### src/rtl/pong_pixel_pipeline.sv
// pong_pixel_pipeline: two-stage per-pixel colour generator for the Pong display.
// Draws two paddles and the ball from coordinates latched at each frame_start
// (tear-free), and runs a goal-flash sequencer that blinks the background.
// Optional build macro: PONG_BORDER_EN draws a one-pixel screen border.
// Ports:
//   clock, reset          rising-edge clock, synchronous active-high reset
//   frame_start           1-cycle pulse at start of frame (latches shadows, steps flash)
//   pixel_valid_in/x/y    pixel request, one per cycle, no stall
//   ball_x/y, paddle_*_x  live object positions from game logic
//   goal_pulse            1-cycle pulse when a point is scored
//   pixel_valid_out/rgb   colour result, 2 cycles after the request
//   flash_active          high while the goal flash is running
module pong_pixel_pipeline #(
  parameter int unsigned       X_W            = 8,
  parameter int unsigned       Y_W            = 9,
  parameter int unsigned       RGB_W          = 16,
  parameter int unsigned       BALL_SIZE      = 10,
  parameter int unsigned       PADDLE_LEN     = 40,
  parameter int unsigned       PADDLE_THICK   = 5,
  parameter int unsigned       PADDLE_1_Y     = 30,
  parameter int unsigned       PADDLE_2_Y     = 290,
  parameter logic [RGB_W-1:0]  BACKGROUND_RGB = 16'h0000,
  parameter logic [RGB_W-1:0]  BALL_RGB       = 16'h07C0,
  parameter logic [RGB_W-1:0]  PADDLE_1_RGB   = 16'hF800,
  parameter logic [RGB_W-1:0]  PADDLE_2_RGB   = 16'h003F,
  parameter logic [RGB_W-1:0]  FLASH_RGB      = 16'hFFFF,
  parameter int unsigned       FLASH_FRAMES   = 30,
  parameter int unsigned       SCREEN_W       = 240,
  parameter int unsigned       SCREEN_H       = 320,
  parameter logic [RGB_W-1:0]  BORDER_RGB     = 16'hFFE0
) (
  input  logic             clock,
  input  logic             reset,
  input  logic             frame_start,
  input  logic             pixel_valid_in,
  input  logic [X_W-1:0]   pixel_x,
  input  logic [Y_W-1:0]   pixel_y,
  input  logic [X_W-1:0]   ball_x,
  input  logic [Y_W-1:0]   ball_y,
  input  logic [X_W-1:0]   paddle_1_x,
  input  logic [X_W-1:0]   paddle_2_x,
  input  logic             goal_pulse,
  output logic             pixel_valid_out,
  output logic [RGB_W-1:0] pixel_rgb,
  output logic             flash_active
);

  localparam int unsigned XE_W  = X_W + 1;
  localparam int unsigned YE_W  = Y_W + 1;
  localparam int unsigned CNT_W = (FLASH_FRAMES > 1) ? $clog2(FLASH_FRAMES) : 1;
  localparam logic [CNT_W-1:0] CNT_LAST = CNT_W'(FLASH_FRAMES - 1);

`ifdef PONG_BORDER_EN
  localparam bit BORDER_ON = 1'b1;
`else
  localparam bit BORDER_ON = 1'b0;
`endif

  typedef enum logic [1:0] {
    ST_IDLE  = 2'd0,
    ST_ARMED = 2'd1,
    ST_FLASH = 2'd2
  } flash_state_t;

  // Per-frame shadow copies of object positions
  logic [X_W-1:0] r_ball_x, r_p1_x, r_p2_x;
  logic [Y_W-1:0] r_ball_y;

  // Flash sequencer
  flash_state_t   r_state, w_state_next;
  logic [CNT_W-1:0] r_flash_cnt, w_cnt_next;
  logic           r_flash_active, w_active_next;

  // Pipeline registers
  logic             r_s1_valid, r_s1_p1, r_s1_p2, r_s1_ball, r_s1_border, r_s1_flash_bg;
  logic             r_s2_valid;
  logic [RGB_W-1:0] r_rgb;

  // Hit tests with one guard bit on the upper bound so edges near max never wrap
  logic [XE_W-1:0] w_px, w_ball_x_end, w_p1_x_end, w_p2_x_end;
  logic [YE_W-1:0] w_py, w_ball_y_end;
  logic            w_hit_ball, w_hit_p1, w_hit_p2, w_border, w_flash_bg;
  logic [RGB_W-1:0] w_colour;

  assign w_px         = {1'b0, pixel_x};
  assign w_py         = {1'b0, pixel_y};
  assign w_ball_x_end = {1'b0, r_ball_x} + XE_W'(BALL_SIZE);
  assign w_ball_y_end = {1'b0, r_ball_y} + YE_W'(BALL_SIZE);
  assign w_p1_x_end   = {1'b0, r_p1_x} + XE_W'(PADDLE_LEN);
  assign w_p2_x_end   = {1'b0, r_p2_x} + XE_W'(PADDLE_LEN);

  assign w_hit_ball = (pixel_x >= r_ball_x) && (w_px <= w_ball_x_end) &&
                      (pixel_y >= r_ball_y) && (w_py <= w_ball_y_end);
  assign w_hit_p1   = (pixel_x >= r_p1_x) && (w_px <= w_p1_x_end) &&
                      (w_py >= YE_W'(PADDLE_1_Y)) &&
                      (w_py <= YE_W'(PADDLE_1_Y + PADDLE_THICK));
  assign w_hit_p2   = (pixel_x >= r_p2_x) && (w_px <= w_p2_x_end) &&
                      (w_py >= YE_W'(PADDLE_2_Y)) &&
                      (w_py <= YE_W'(PADDLE_2_Y + PADDLE_THICK));
  assign w_border   = BORDER_ON &&
                      ((pixel_x == X_W'(0)) || (pixel_x == X_W'(SCREEN_W - 1)) ||
                       (pixel_y == Y_W'(0)) || (pixel_y == Y_W'(SCREEN_H - 1)));
  // Background flashes on even frames of the sequence
  assign w_flash_bg = r_flash_active && !r_flash_cnt[0];

  // Flash sequencer next state; flash_active only moves on frame_start
  always_comb begin
    w_state_next  = r_state;
    w_cnt_next    = r_flash_cnt;
    w_active_next = r_flash_active;
    case (r_state)
      ST_IDLE: begin
        if (goal_pulse) w_state_next = ST_ARMED;
      end
      ST_ARMED: begin
        if (frame_start) begin
          w_state_next = ST_FLASH;
          w_cnt_next   = '0;
        end
      end
      ST_FLASH: begin
        if (frame_start && goal_pulse) begin
          w_cnt_next = '0;  // restart lands directly on this boundary
        end else if (goal_pulse) begin
          w_state_next = ST_ARMED;
        end else if (frame_start) begin
          if (r_flash_cnt == CNT_LAST) w_state_next = ST_IDLE;
          else                         w_cnt_next   = r_flash_cnt + CNT_W'(1);
        end
      end
      default: w_state_next = ST_IDLE;
    endcase
    if (frame_start) w_active_next = (w_state_next == ST_FLASH);
  end

  // Flash sequencer state register
  always_ff @(posedge clock) begin
    if (reset) begin
      r_state        <= ST_IDLE;
      r_flash_cnt    <= '0;
      r_flash_active <= 1'b0;
    end else begin
      r_state        <= w_state_next;
      r_flash_cnt    <= w_cnt_next;
      r_flash_active <= w_active_next;
    end
  end

  // Colour priority: paddle 2 > paddle 1 > ball > border > background
  always_comb begin
    w_colour = r_s1_flash_bg ? FLASH_RGB : BACKGROUND_RGB;
    if      (r_s1_p2)     w_colour = PADDLE_2_RGB;
    else if (r_s1_p1)     w_colour = PADDLE_1_RGB;
    else if (r_s1_ball)   w_colour = BALL_RGB;
    else if (r_s1_border) w_colour = BORDER_RGB;
  end

  // Shadow latch and two-stage pixel pipeline
  always_ff @(posedge clock) begin
    if (reset) begin
      r_ball_x      <= '0;
      r_ball_y      <= '0;
      r_p1_x        <= '0;
      r_p2_x        <= '0;
      r_s1_valid    <= 1'b0;
      r_s1_p1       <= 1'b0;
      r_s1_p2       <= 1'b0;
      r_s1_ball     <= 1'b0;
      r_s1_border   <= 1'b0;
      r_s1_flash_bg <= 1'b0;
      r_s2_valid    <= 1'b0;
      r_rgb         <= BACKGROUND_RGB;
    end else begin
      if (frame_start) begin
        r_ball_x <= ball_x;
        r_ball_y <= ball_y;
        r_p1_x   <= paddle_1_x;
        r_p2_x   <= paddle_2_x;
      end
      r_s1_valid    <= pixel_valid_in;
      r_s1_p1       <= w_hit_p1;
      r_s1_p2       <= w_hit_p2;
      r_s1_ball     <= w_hit_ball;
      r_s1_border   <= w_border;
      r_s1_flash_bg <= w_flash_bg;
      r_s2_valid    <= r_s1_valid;
      if (r_s1_valid) r_rgb <= w_colour;
    end
  end

  assign pixel_valid_out = r_s2_valid;
  assign pixel_rgb       = r_rgb;
  assign flash_active    = r_flash_active;

endmodule

### config.mk
export PLATFORM = sky130hd
export DESIGN_NAME = pong_pixel_pipeline
export DESIGN_NICKNAME = d
export VERILOG_FILES = /design/src/rtl/pong_pixel_pipeline.sv
export SDC_FILE = /design/constraint.sdc
export NUM_CORES = 1
export LEC_CHECK = 0
export BUFFER_PORTS_ARGS = -buffer_cell sky130_fd_sc_hd__buf_2
export CAP_MARGIN = 30
export CORE_MARGIN = 2
export CORE_UTILIZATION = 50
export CTS_CLUSTER_SIZE = 25
export DETAILED_ROUTE_END_ITERATION = 8
export PLACE_DENSITY_LB_ADDON = 0.3
export SLEW_MARGIN = 20
export SYNTH_ARGS = -nofsm -noshare
export SYNTH_HDL_FRONTEND = slang
export SYNTH_SLANG_ARGS = --single-unit
### constraint.sdc
create_clock -name clock -period 3.3 [get_ports clock]
set_input_delay 0.165 -clock clock [delete_from_list [all_inputs] [get_ports clock]]
set_output_delay 0.165 -clock clock [all_outputs]
set_load 0.01 [all_outputs]
==> impl_results.md <==
* Vias per inst at 5.26
* Clock Latency Late Sink at 310 ps
* Full die area at 0.00810 sq mm
* HP Start: ball_y[5]
* CP Buf/Inv Count at 0
* DRC at 0
* Final hold violations at 0
* Setup crit end kind: flip-flop
* DP HPWL at 6.23 mm
* Syn avg cell area at 8.68 sq um
* Largest net degree at the start of global routing at 47
* Final Routed Wirelength at 7.94 mm
* Share of synthesized flip-flops with an asynchronous set or reset at 0%
* Initial Utilization at 51.3%
* Gp weighted congestion at 0.835
* Tot GR Track Use at 20.2%
* Core ar. at 0.00721 sq mm
* DRT iter0 DRCs at 114
* Vias at 3074
* Antenna violations before repair at 0
* Top cells by count, synth: ha_1, nor2_1, dfxtp_1, inv_1, mux2i_1
* Total I/O pin count at 73
* Synthesized instance count at 426
* Clock buffer depth at 2
* Synthesized Nets at 545
* CP max stage delay at 360 ps
* PortBufs at 72
* CTS buffer count at 5
* Post-CTS setup buffer count at 0
* Clock Skew at 9.57 ps
* Max-slew violations at 0
* Synth top area share at 27.1%
* Area leader, netlist: dfxtp_1
* RR Startpoint: r_ball_y[1]
* Main synth FF type: dfxtp_1
* WS Path Type: reg2reg
* Endpoints failing setup at 0
* Leakage at 1.97 nW
* H-tree Lvls at 2
* Startpoint Class: flip-flop
* Utilization after layout at 57.3%
* Final ANT Viol Nets at 0
* Root Buffer: clkbuf_8
* Die height at 90.0 um
* Yosys Warn Count at 0
* Dpl cell area at 0.00405 sq mm
* Sequential fraction of the synthesis area at 27.1%
* Unrepaired setup endpoints after global routing: no
* CTS Sinks at 50
* Vias in the first global route at 2989
* CP Data Arrival Time at 2290 ps
* Crit-path cells: ha_1 > o21ai_0 > xnor2_1 > ha_1 > and3_1 > nand3_1 > o21bai_1 > a31oi_1 > nor4_2
* Final TNS setup at 0 ps
* Post-synth EDFFs at 0
* Share of layout cells above drive strength 1 at 17.7%
* Slew margin rel. at 44.1%
* Peak VDD IR at 191 uV
* Origin of the worst setup path: r_ball_y[1]
* Data required, critical path at 3540 ps
* Synthesized flop and latch total at 50
* Layout area overhead at 11.7%
* Clk pin slew, worst setup/hold paths at 100 ps
* Delay-heaviest family, CP: simple AND/OR/NAND/NOR gates
* CTS tree: yes
* Synthesized area at 0.00370 sq mm
* Global-route wire length before repair at 13.6 mm
* Max capacitance violation total at 0
* Worst-Margin Slew at 838 ps
* Fin area at 0.00413 sq mm
* Post_cts resized at 0
* Hold Path Class: in2reg
* # hold bufs at CTS at 0
* DR pass1 iterations at 4
* Critical Path Fanout Max at 5
* GRT overflow at 0
* Setup slack at placement at 1240 ps
* Ranking of synthesized cells by area: dfxtp_1, ha_1, mux2i_1
* Min Hold Slack at 80.0 ps
* Width of the die at 90.0 um
* Num rows at 31
* Top cell by count, worst path: ha_1
* # nets final at 603
* Critical-path top delay cell: dfxtp_1
* Status: completed
* Mean routed wirelength per cell at 13.6 um
* Cell variety after synth at 51
* Fmax at 486 MHz
* Most common cell in the netlist: ha_1
* Final worst slack at 1240 ps
* Antenna Cells at 0
* Tcrit/Tclk final at 62.4%
* Power per cell area at 338 mW/mm^2
* Final min period at 2060 ps
[cell type report]
type                       instances  area [sq um]
clock buffer                       6          72.6
clock inverter                     2          13.8
fill                             692          3080
inverter                          45           169
multi-input combinational        309          2380
sequential                        50          1000
tap                               99           124
timing repair buffer              73           368
[worst min-delay path: stages]
cell     delay (ps)
buf_2            70
mux2i_1          60
nor2_1           70
[state kept, by name (all words and copies together) (netlist names)]
register / flops
r_s1_flash_bg: 1
r_s1_p2: 1
r_flash_cnt: 5
r_s1_valid: 1
r_p1_x: 8
r_ball_y: 9
pixel_rgb: 3
pixel_valid_out: 1
r_state: 2
r_ball_x: 8
r_s1_p1: 1
r_p2_x: 8
r_s1_ball: 1
flash_active: 1
[metal layers]
layer,GRT usage [%],part of all wire (%),vias to the layer above
li1,-,-,1601
met1,26.7,48,1397
met2,33.3,46,63
met3,3.19,4.1,13
met4,7.18,1.7,0
met5,0,0,-
[metrics by stage]
step / cells / total power, mW
floorplan: 426 / 0.937
global placement: 576 / 1.03
detailed placement: 576 / 1.05
CTS: 584 / 1.41
global route: 584 / 1.50
finish: 584 / 1.40
[cells in the final DEF, fill, tap and decap left out, types with 12 or more instances in the layout]
master,count
xnor2_1,17
buf_2,72
mux2i_1,35
o21ai_0,12
nand2_1,15
inv_1,44
dfxtp_1,50
nor2_1,53
a21oi_1,22
ha_1,64
[path summary, 6_finish.rpt]
path / end / slack, ps / depth (start not counted)
max reg2reg: r_s1_ball / 1240 / 9
max: r_s1_ball / 1240 / 9
min reg2reg: r_p2_x[7] / 500 / 2
min: r_ball_y[5] / 80 / 3
[power breakdown]
part / switching (mW) / internal [mW] / leakage [nW]
Sequential: 0.0322 / 0.635 / 0.411
Combinational: 0.195 / 0.173 / 1.52
Clock: 0.210 / 0.150 / 0.0452
Total: 0.438 / 0.959 / 1.97
[cell families (layout without fill, tap and decap cells)]
kind of cell    after synthesis  count (layout)  share of synthesized area (%)
mux                          35              35                           9.47
buf+inv                      67             126                           8.52
fa+ha+maj                    64              64                           21.6
simple gates                113             113                           14.7
flops                        50              50                           27.1
compound gates               76              76                           13.7
xor+xnor                     21              21                           4.97
(Power assumes the default switching activity.)
